File: src/rtl/seg_scan_n.sv
// seg_scan_n - multiplexed seven-segment driver for DIGITS digits.
// A binary magnitude is converted to BCD by an iterative shift-add-3 FSM,
// formatted (leading-zero blanking, sign, overflow dashes, decimal points)
// into a display register, and scanned out one digit per slot with a
// 16-level brightness PWM. sel and seg are registered from the same state.
// Optional digit blinking (blink_mask input, BLINK_FRAMES parameter) is
// compiled in when the macro SEG_BLINK_EN is defined.
module seg_scan_n #(
  parameter int DIGITS      = 6,
  parameter int DATA_W      = 20,
  parameter int SCAN_DIV    = 50000,
  parameter int SEG_ACT_LOW = 1,
  parameter int SEL_ACT_LOW = 0
`ifdef SEG_BLINK_EN
  ,
  parameter int BLINK_FRAMES = 250
`endif
) (
  input  logic              sys_clk,
  input  logic              sys_rst_n,
  input  logic [DATA_W-1:0] data_in,
  input  logic              sign,
  input  logic [DIGITS-1:0] point,
  input  logic              load,
  input  logic              seg_en,
  input  logic [3:0]        bright,
`ifdef SEG_BLINK_EN
  input  logic [DIGITS-1:0] blink_mask,
`endif
  output logic              busy,
  output logic [DIGITS-1:0] sel,
  output logic [7:0]        seg
);

  // Enough BCD nibbles to hold 2^DATA_W-1 without loss (valid for DATA_W <= 27)
  localparam int BCD_N  = (DATA_W * 3) / 10 + 1;
  localparam int BCD_W  = BCD_N * 4;
  localparam int PAD_N  = (BCD_N > DIGITS) ? BCD_N : DIGITS;
  localparam int PAD_W  = PAD_N * 4;
  localparam int CNT_W  = $clog2(DATA_W + 1);
  localparam int PRE_W  = $clog2(SCAN_DIV);
  localparam int SLOT_W = $clog2(DIGITS);
  localparam int SUB    = SCAN_DIV / 16;

  // Internal codes are always held in active-low form
  localparam logic [7:0] CODE_DASH  = 8'hBF;
  localparam logic [7:0] CODE_BLANK = 8'hFF;

  typedef enum logic [1:0] {
    ST_IDLE,
    ST_SHIFT,
    ST_COMMIT
  } state_t;

  state_t              state_q, state_d;
  logic                busy_q, busy_d;
  logic [DATA_W-1:0]   bin_q, bin_d;
  logic [BCD_W-1:0]    bcd_q, bcd_d;
  logic [BCD_W-1:0]    bcd_adj;
  logic [CNT_W-1:0]    cnt_q, cnt_d;
  logic                sign_q, sign_d;
  logic [DIGITS-1:0]   point_q, point_d;
  logic [DIGITS*8-1:0] disp_q, disp_d;

  logic [PAD_W-1:0]    bcd_pad;
  logic [DIGITS*8-1:0] fmt;
  logic                fmt_ovf;
  int                  fmt_h;

  logic [PRE_W-1:0]    presc_q, presc_d;
  logic [SLOT_W-1:0]   slot_q, slot_d;
  logic [DIGITS*8-1:0] show_q, show_d;
  logic [DIGITS-1:0]   sel_q, sel_d, sel_raw;
  logic [7:0]          seg_q, seg_d, seg_raw;
  logic                presc_wrap;
  logic                active;
  logic [31:0]         win_end;
  logic [7:0]          code_cur;

  function automatic logic [7:0] digit_code(input logic [3:0] d);
    case (d)
      4'd0:    digit_code = 8'hC0;
      4'd1:    digit_code = 8'hF9;
      4'd2:    digit_code = 8'hA4;
      4'd3:    digit_code = 8'hB0;
      4'd4:    digit_code = 8'h99;
      4'd5:    digit_code = 8'h92;
      4'd6:    digit_code = 8'h82;
      4'd7:    digit_code = 8'hF8;
      4'd8:    digit_code = 8'h80;
      4'd9:    digit_code = 8'h90;
      default: digit_code = CODE_BLANK;
    endcase
  endfunction

`ifdef SEG_BLINK_EN
  localparam int FR_W = $clog2(BLINK_FRAMES + 1);
  logic [FR_W-1:0] frame_cnt_q, frame_cnt_d;
  logic            blink_on_q, blink_on_d;

  // Count whole scan frames and flip the blink phase every BLINK_FRAMES of them
  always_comb begin
    frame_cnt_d = frame_cnt_q;
    blink_on_d  = blink_on_q;
    if (presc_wrap && slot_q == SLOT_W'(DIGITS - 1)) begin
      if (frame_cnt_q == FR_W'(BLINK_FRAMES - 1)) begin
        frame_cnt_d = '0;
        blink_on_d  = ~blink_on_q;
      end else begin
        frame_cnt_d = frame_cnt_q + 1'b1;
      end
    end
  end

  // Blink phase registers; the phase starts in the "on" half after reset
  always_ff @(posedge sys_clk or negedge sys_rst_n) begin
    if (!sys_rst_n) begin
      frame_cnt_q <= '0;
      blink_on_q  <= 1'b1;
    end else begin
      frame_cnt_q <= frame_cnt_d;
      blink_on_q  <= blink_on_d;
    end
  end
`endif

  // Turn the finished BCD plus sign/point into per-digit segment codes
  always_comb begin
    bcd_pad = PAD_W'(bcd_q);
    fmt_ovf = 1'b0;
    fmt_h   = 0;
    fmt     = {DIGITS{CODE_BLANK}};
    for (int n = DIGITS; n < PAD_N; n++) begin
      if (bcd_pad[n*4 +: 4] != 4'd0) fmt_ovf = 1'b1;
    end
    for (int n = 0; n < DIGITS; n++) begin
      if (bcd_pad[n*4 +: 4] != 4'd0 || point_q[n]) fmt_h = n;
    end
    if (sign_q && fmt_h == DIGITS - 1) fmt_ovf = 1'b1;
    for (int n = 0; n < DIGITS; n++) begin
      if (fmt_ovf) begin
        fmt[n*8 +: 8] = CODE_DASH;
      end else if (n <= fmt_h) begin
        fmt[n*8 +: 8] = digit_code(bcd_pad[n*4 +: 4]);
        if (point_q[n]) fmt[n*8 + 7] = 1'b0;
      end else if (sign_q && n == fmt_h + 1) begin
        fmt[n*8 +: 8] = CODE_DASH;
      end
    end
  end

  // Conversion FSM next state: capture on load, DATA_W shift-add-3 steps, commit
  always_comb begin
    state_d = state_q;
    busy_d  = busy_q;
    bin_d   = bin_q;
    bcd_d   = bcd_q;
    cnt_d   = cnt_q;
    sign_d  = sign_q;
    point_d = point_q;
    disp_d  = disp_q;
    bcd_adj = bcd_q;
    case (state_q)
      ST_IDLE: begin
        if (load) begin
          bin_d   = data_in;
          bcd_d   = '0;
          cnt_d   = '0;
          sign_d  = sign;
          point_d = point;
          busy_d  = 1'b1;
          state_d = ST_SHIFT;
        end
      end
      ST_SHIFT: begin
        for (int n = 0; n < BCD_N; n++) begin
          if (bcd_adj[n*4 +: 4] >= 4'd5) bcd_adj[n*4 +: 4] = bcd_adj[n*4 +: 4] + 4'd3;
        end
        bcd_d = {bcd_adj[BCD_W-2:0], bin_q[DATA_W-1]};
        bin_d = bin_q << 1;
        cnt_d = cnt_q + 1'b1;
        if (cnt_q == CNT_W'(DATA_W - 1)) state_d = ST_COMMIT;
      end
      ST_COMMIT: begin
        disp_d  = fmt;
        busy_d  = 1'b0;
        state_d = ST_IDLE;
      end
      default: begin
        busy_d  = 1'b0;
        state_d = ST_IDLE;
      end
    endcase
  end

  // Conversion FSM registers; reset aborts any conversion and blanks the display
  always_ff @(posedge sys_clk or negedge sys_rst_n) begin
    if (!sys_rst_n) begin
      state_q <= ST_IDLE;
      busy_q  <= 1'b0;
      bin_q   <= '0;
      bcd_q   <= '0;
      cnt_q   <= '0;
      sign_q  <= 1'b0;
      point_q <= '0;
      disp_q  <= {DIGITS{CODE_BLANK}};
    end else begin
      state_q <= state_d;
      busy_q  <= busy_d;
      bin_q   <= bin_d;
      bcd_q   <= bcd_d;
      cnt_q   <= cnt_d;
      sign_q  <= sign_d;
      point_q <= point_d;
      disp_q  <= disp_d;
    end
  end

  // Scan timing, slot-boundary display update and PWM-gated sel/seg values
  always_comb begin
    presc_wrap = (presc_q == PRE_W'(SCAN_DIV - 1));
    presc_d    = presc_wrap ? '0 : presc_q + 1'b1;
    slot_d     = slot_q;
    show_d     = show_q;
    if (presc_wrap) begin
      slot_d = (slot_q == SLOT_W'(DIGITS - 1)) ? '0 : slot_q + 1'b1;
      show_d = disp_q;
    end
    win_end  = (32'(bright) + 32'd1) * SUB;
    active   = seg_en && (32'(presc_q) < win_end);
    code_cur = show_q[slot_q*8 +: 8];
`ifdef SEG_BLINK_EN
    if (!blink_on_q && blink_mask[slot_q]) code_cur = CODE_BLANK;
`endif
    sel_raw = active ? (DIGITS'(1) << slot_q) : '0;
    seg_raw = active ? code_cur : CODE_BLANK;
    sel_d   = (SEL_ACT_LOW != 0) ? ~sel_raw : sel_raw;
    seg_d   = (SEG_ACT_LOW != 0) ? seg_raw : ~seg_raw;
  end

  // Scan registers; sel and seg update together so they never misalign
  always_ff @(posedge sys_clk or negedge sys_rst_n) begin
    if (!sys_rst_n) begin
      presc_q <= '0;
      slot_q  <= '0;
      show_q  <= {DIGITS{CODE_BLANK}};
      sel_q   <= (SEL_ACT_LOW != 0) ? '1 : '0;
      seg_q   <= (SEG_ACT_LOW != 0) ? 8'hFF : 8'h00;
    end else begin
      presc_q <= presc_d;
      slot_q  <= slot_d;
      show_q  <= show_d;
      sel_q   <= sel_d;
      seg_q   <= seg_d;
    end
  end

  assign busy = busy_q;
  assign sel  = sel_q;
  assign seg  = seg_q;

endmodule

File: config.mk
export PLATFORM = sky130hd
export DESIGN_NAME = seg_scan_n
export DESIGN_NICKNAME = d
export VERILOG_FILES = /design/src/rtl/seg_scan_n.sv
export SDC_FILE = /design/constraint.sdc
export NUM_CORES = 1
export LEC_CHECK = 0
export ABC_AREA = 1
export BUFFER_PORTS_ARGS = -buffer_cell sky130_fd_sc_hd__buf_2
export CORE_MARGIN = 1
export CORE_UTILIZATION = 25
export CTS_BUF_LIST = sky130_fd_sc_hd__clkbuf_4 sky130_fd_sc_hd__clkbuf_8
export CTS_CLUSTER_DIAMETER = 80
export DETAILED_ROUTE_END_ITERATION = 10
export SKIP_LAST_GASP = 1
export SYNTH_ARGS = -nofsm -noshare
export SYNTH_HDL_FRONTEND = slang
export SYNTH_SLANG_ARGS = --single-unit
File: constraint.sdc
create_clock -name sys_clk -period 5.7 [get_ports sys_clk]
set_input_delay 1.14 -clock sys_clk [delete_from_list [all_inputs] [get_ports sys_clk]]
set_output_delay 1.14 -clock sys_clk [all_outputs]
set_load 0.05 [all_outputs]
==> impl_metrics.csv, run 1 <==
group,metric,value,unit
logic_synthesis,syn_area,0.01069,sq mm
logic_synthesis,synth_nets,1350,
setup_path,worstReg2RegEnd,"disp_q[30]",
final_layout,fill_cells,4463,
clock_tree,h-tree-depth,4,
setup_path,crit_path_end_kind,"register",
final_layout,layout-drive-gt1-share,0.1890,
power_and_ir_drop,p_sw,1.951,mW
timing,layout_min_cycle_time,4979,ps
timing,hold_slack,457.5,ps
power_and_ir_drop,clock_power_share,0.209,
floorplanning,die_w,208.8,um
setup_path,start_kind,"input pin",
setup_path,crit_fanout,9,
job,cap_violations,0,
clock_tree,ctsResizeCount,0,
timing,rsz0062_at_grt,"no",
route,vias_per_cell,4.530,
logic_synthesis,synth_cell_type_count,57,
route,drc,0,
setup_path,cp.required,6100,ps
timing,slew-limit-headroom,0.4192,
timing,max_freq,200.8,MHz
floorplanning,fp-row-count,75,
power_and_ir_drop,netSwitchingFraction,0.4119,
clock_tree,cts_hold_buf,0,
route,vias,8267,
setup_path,crit_end,"sel[4]",
timing,setup_viol,0,
global_routing,grt_pass1_wl,40.24,mm
global_routing,grt_use_total,0.1109,
clock_tree,clk_pin_slew,100,ps
final_layout,ff_latch_area,0.004935,sq mm
route,wl,23.81,mm
final_layout,fin_nets,1393,
global_routing,grt_pass1_vias,8047,
logic_synthesis,ys_warn_count,0,
timing,worst_pin_slew,870.2,ps
clock_tree,cts_tree,"built",
global_routing,grt_max_degree,106,
floorplanning,dieArea,0.04361,sq mm
placed_design,gp_congestion,0.8438,
logic_synthesis,syn_inst,1230,
logic_synthesis,yosysTopAreaCell,"dfstp_2",
route,ant_nets,0,
logic_synthesis,synth_common_cells,"nand2_1 (246), inv_1 (160), dfstp_2 (104)",
timing,skew,21.18,ps
setup_path,crit_start,"bright[0]",
placed_design,hpwl,17.47,mm
final_layout,syn2layout_area_growth,12.12,%
floorplanning,core-area,0.04204,sq mm
logic_synthesis,ys_ff_latch,192,
outcome,outcome,"finished clean",
power_and_ir_drop,leakagePower,5.659,nW
setup_path,r2r_slack,3060,ps
clock_tree,cts_buffer_depth,2,
final_layout,num_antenna_cells,0,
power_and_ir_drop,peakVddDrop,201.0,uV
power_and_ir_drop,p_seq_frac,0.398,
power_and_ir_drop,p_int,2.786,mW
logic_synthesis,seq_area_frac_synth,0.4614,
clock_tree,cts-buffers-inserted,17,
route,post_drt_wl_per_cell,13.05,um
timing,timing.final.crit_share,0.8735,
clock_tree,post_cts_buffers,0,
clock_tree,clk_latency,470,ps
floorplanning,initial_core_util,0.2544,
setup_path,cp.arrival,5370,ps
global_routing,antenna_found_initial,0,
power_and_ir_drop,power_density,395.1,mW/mm^2
logic_synthesis,async_flop_share,1.000,
logic_synthesis,synth_edf_count,0,
logic_synthesis,synthTopCellsByArea,"dfstp_2 (26%), dfrtp_1 (21%), ha_1 (9.8%)",
global_routing,gr-total-overflow,0,
logic_synthesis,synthMostInstantiatedCell,"nand2_1",
power_and_ir_drop,combPwrFrac,0.392,
final_layout,multi_input_area,0.004936,sq mm
logic_synthesis,synth_top_area_share,0.2555,
clock_tree,clockRootBuffer,"clkbuf_8",
timing,hold_viol,0,
logic_synthesis,synthFlopType,"dfstp_2",
floorplanning,io_pins,50,
logic_synthesis,syn_avg_cell_area,8.694,sq um
setup_path,worstRegToRegCells,12,
timing,tns,0,ps
clock_tree,clock-sinks,192,
floorplanning,die_h,208.8,um
timing,drv_slew,0,
setup_path,crit_type,"input pin to register",
setup_path,rr_startpoint,"bcd_pad[20]",
route,first_pass_iters,5,
hold_path,hold_class,"register to register",
route,first_iter_violations,531,
placed_design,io_buffers,49,
## worst min-delay path by stage
stage	to	start	cells past startpoint
final	show_q[13]	disp_q[13]	2
after global routing	show_q[13]	disp_q[13]	2
after global placement	show_q[13]	disp_q[13]	2
after detailed placement	show_q[13]	disp_q[13]	2
after floorplan	disp_q[7]	point_q[0]	1
after CTS	show_q[13]	disp_q[13]	2
## registers in the layout, indices dropped and copies added, names as in the netlist
name     count
sign_q       1
busy         1
presc_q     16
sel          6
disp_q      48
state_q      2
point_q      6
slot_q       3
show_q      48
cnt_q        5
bin_q       20
seg          8
bcd_pad     28
## layout make-up
cell class,count,share of cell area
Tap cell,539,0.05625
Clock buffer,19,0.02181
Sequential cell,192,0.4116
Inverter,174,0.05458
Timing Repair Buffer,60,0.02807
Clock inverter,13,0.01607
Multi-Input combinational cell,828,0.4117
## cells in the final DEF, fill, tap and decap left out, drive strengths merged, types with 2 or more instances in the layout
cell type,netlist,layout
nand2,256,256
inv,171,177
nor2,105,105
dfstp,104,104
o21ai,100,100
dfrtp,88,88
ha,84,84
buf,20,59
a21oi,50,50
nand3,46,46
a22oi,38,38
o22ai,31,31
xor2,20,20
clkbuf,16,20
nor3,15,15
a31oi,12,12
nand4,12,12
a221oi,8,8
clkinv,3,7
o211ai,6,6
a32oi,6,6
nor4,5,5
xnor2,4,4
o2111ai,4,4
a22o,3,3
o31ai,3,3
o32ai,3,3
bufinv,0,3
a21o,2,2
and3,2,2
a211oi,2,2
## cell families after synthesis
| group | share of synthesized area |
|---|---|
| xor gates and xnor gates | 0.01966 |
| and+or+nand+nor | 0.1818 |
| DFF | 0.4614 |
| AOI/OAI and AO/OA | 0.1585 |
| buffers and inverters | 0.07745 |
| muxes | 0.0009360 |
| adders and majority gates | 0.1002 |
## through the flow
step | power (mW) | std cells | setup slack, ps | instance area, sq um | utilization
global placement | 3.717 | 1793 | 377.1 | 11540 | 0.2744
global route | 5.147 | 1825 | 174.7 | 11990 | 0.2852
finish | 4.737 | 1825 | 720.9 | 11990 | 0.2852
floorplan | 3.296 | 1230 | 927.5 | 10690 | -
CTS | 4.782 | 1825 | 701.6 | 11990 | 0.2852
detailed placement | 3.767 | 1793 | 232.1 | 11540 | 0.2744
## power groups by stage
| stage | logic (mW) | registers, mW | clock network, mW |
|---|---|---|---|
| floorplan | 1.45 | 1.85 | 0 |
| global placement | 1.82 | 1.90 | 0 |
| detailed placement | 1.86 | 1.91 | 0 |
| CTS | 1.87 | 1.89 | 1.03 |
| global route | 2.14 | 1.92 | 1.08 |
| finish | 1.86 | 1.89 | 0.991 |
## metal layers
layer | share of wire | GRT usage
met5 | 0 | 0
met4 | 0.012 | 0.02282
met3 | 0.037 | 0.01894
met2 | 0.45 | 0.1749
met1 | 0.51 | 0.1584
## critical path, stage by stage
cell,delay [ps]
buf_2,200
ha_1,220
xor2_1,400
ha_1,290
xor2_1,90
ha_1,180
a21o_1,150
ha_1,270
ha_1,340
inv_1,90
o21bai_1,180
nand3_1,90
nand2_1,70
a21oi_1,50
o21ai_0,270
xor2_1,180
ha_1,240
inv_1,70
nor3_1,50
nor3_1,150
nand2_1,70
nand2_1,50
nand2_1,50
nand2_1,50
nand2_1,50
nand2_2,170
nand2_4,90
nor2_1,100
Note: power is estimated with default switching activity, not from simulation.
==> inputs of run 2 (changes only) <==
==> constraint.sdc (replaced) <==
create_clock -name sys_clk -period 5.7 [get_ports sys_clk]
set_input_delay 0.855 -clock sys_clk [delete_from_list [all_inputs] [get_ports sys_clk]]
set_output_delay 0.855 -clock sys_clk [all_outputs]
set_load 0.05 [all_outputs]
==> impl_metrics.csv, run 2 (same netlist as run 1, synthesis figures left out) <==
group,metric,value,unit
timing,max_freq,209.0,MHz
timing,drv_slew,0,
power_and_ir_drop,combPwrFrac,0.399,
floorplanning,dieArea,0.04361,sq mm
power_and_ir_drop,clock_power_share,0.198,
timing,hold_slack,458.1,ps
timing,tns,0,ps
final_layout,final_common_cell,"nand2_1",
route,first_pass_iters,5,
floorplanning,core-area,0.04204,sq mm
global_routing,grt_pass1_vias,8068,
route,drc,0,
timing,skew,16.14,ps
timing,timing.final.crit_share,0.8393,
setup_path,cpPeakStageDelay,410,ps
setup_path,worst_path_max_delay_cell,"xor2_1",
final_layout,fin_nets,1393,
global_routing,grt_pass1_wl,40.66,mm
route,ant_nets,0,
floorplanning,io_pins,50,
clock_tree,cts_tree,"built",
global_routing,grt_use_total,0.1128,
setup_path,start_kind,"input pin",
final_layout,syn2layout_area_growth,11.62,%
final_layout,fill_cells,4502,
power_and_ir_drop,leakagePower,5.637,nW
power_and_ir_drop,p_int,2.748,mW
global_routing,antenna_found_initial,0,
power_and_ir_drop,peakVddDrop,206.6,uV
floorplanning,die_w,208.8,um
route,first_iter_violations,493,
final_layout,final_core_util,0.2839,
clock_tree,h-tree-depth,4,
power_and_ir_drop,p_seq_frac,0.403,
setup_path,crit_type,"input pin to register",
floorplanning,initial_core_util,0.2544,
route,vias,8305,
setup_path,path_buf_inv,3,
placed_design,placed_area,0.01154,sq mm
final_layout,num_antenna_cells,0,
clock_tree,clk_pin_slew,100,ps
clock_tree,cts_buffer_depth,2,
route,vias_per_cell,4.553,
setup_path,crit_path_end_kind,"register",
global_routing,gr-total-overflow,0,
setup_path,critPathTopFamily,"adder cells",
job,cap_violations,0,
clock_tree,cts-buffers-inserted,17,
outcome,outcome,"finished clean",
power_and_ir_drop,p_sw,1.932,mW
final_layout,layout_common_cells,"nand2_1 (245), inv_1 (160), dfstp_2 (104), nor2_1 (90), o21ai_0 (89)",
placed_design,gp_congestion,0.8582,
clock_tree,clockRootBuffer,"clkbuf_8",
timing,worst_pin_slew,889.6,ps
timing,setup_viol,0,
setup_path,cp.required,6090,ps
timing,slew-limit-headroom,0.4063,
timing,layout_min_cycle_time,4784,ps
placed_design,hpwl,17.52,mm
floorplanning,fp-row-count,75,
clock_tree,clk_latency,460,ps
power_and_ir_drop,netSwitchingFraction,0.4128,
clock_tree,clock-sinks,192,
global_routing,grt_max_degree,100,
timing,hold_viol,0,
hold_path,hold_class,"input pin to asynchronous set/reset pin",
setup_path,crit_fanout,9,
route,wl,24.08,mm
placed_design,io_buffers,49,
timing,rsz0062_at_grt,"no",
clock_tree,post_cts_buffers,0,
final_layout,layout-drive-gt1-share,0.1883,
power_and_ir_drop,power_density,392.0,mW/mm^2
setup_path,cp.arrival,5180,ps
route,post_drt_wl_per_cell,13.20,um
clock_tree,cts_hold_buf,0,
final_layout,design_area,0.01194,sq mm
clock_tree,ctsResizeCount,0,
floorplanning,die_h,208.8,um
## run 2: changes by cell type in the layout (fill, tap and decap cells not counted), sizes merged
cell / before / now
clkinvlp: 0 / 1
inv: 177 / 175
clkinv: 7 / 8
clkbuf: 20 / 19
## run 2: layout make-up
class                   instances  area, sq um  area share
multi-input cells             828         4936      0.4135
flip-flops and latches        192         4935      0.4134
well taps                     539        674.4     0.05650
inverters                     174        654.4     0.05482
repair buffers                 60        336.6     0.02820
clock buffers                  18        241.5     0.02023
clock inverters                13        158.9     0.01331
## run 2: final timing paths
path                             startpoint     endpoint  slack (ps)  cells after the start
worst max-delay path              bright[0]       sel[5]         920                     28
worst min-delay path              sys_rst_n  bcd_pad[24]         460                      1
worst max register to register  bcd_pad[20]   disp_q[30]        3010                     14
min in group sys_clk             disp_q[19]   show_q[19]         460                      2
max in group asynchronous         sys_rst_n   show_q[30]        4140                      2
worst min register to register   disp_q[19]   show_q[19]         460                      2
## run 2: through the flow
step	power (mW)	setup slack, ps	cells
after floorplan	3.296	1213	1230
after global placement	3.717	624.9	1793
after detailed placement	3.769	450.7	1793
after CTS	4.716	903.6	1824
after global routing	5.090	467.4	1824
final	4.680	916.0	1824
## run 2: power by group through the flow
stage	sequential, mW	clock, mW	combinational [mW]
2_1_floorplan	1.85	0	1.45
3_3_place_gp	1.90	0	1.82
6_report	1.89	0.929	1.87
4_1_cts	1.88	0.957	1.88
3_5_place_dp	1.91	0	1.86
5_1_grt	1.92	1.01	2.16
## run 2: per-layer routing
metal / share of wire / global-route usage
met1: 0.50 / 0.1580
met2: 0.45 / 0.1799
met3: 0.034 / 0.02119
met4: 0.012 / 0.02409
met5: 0 / 0
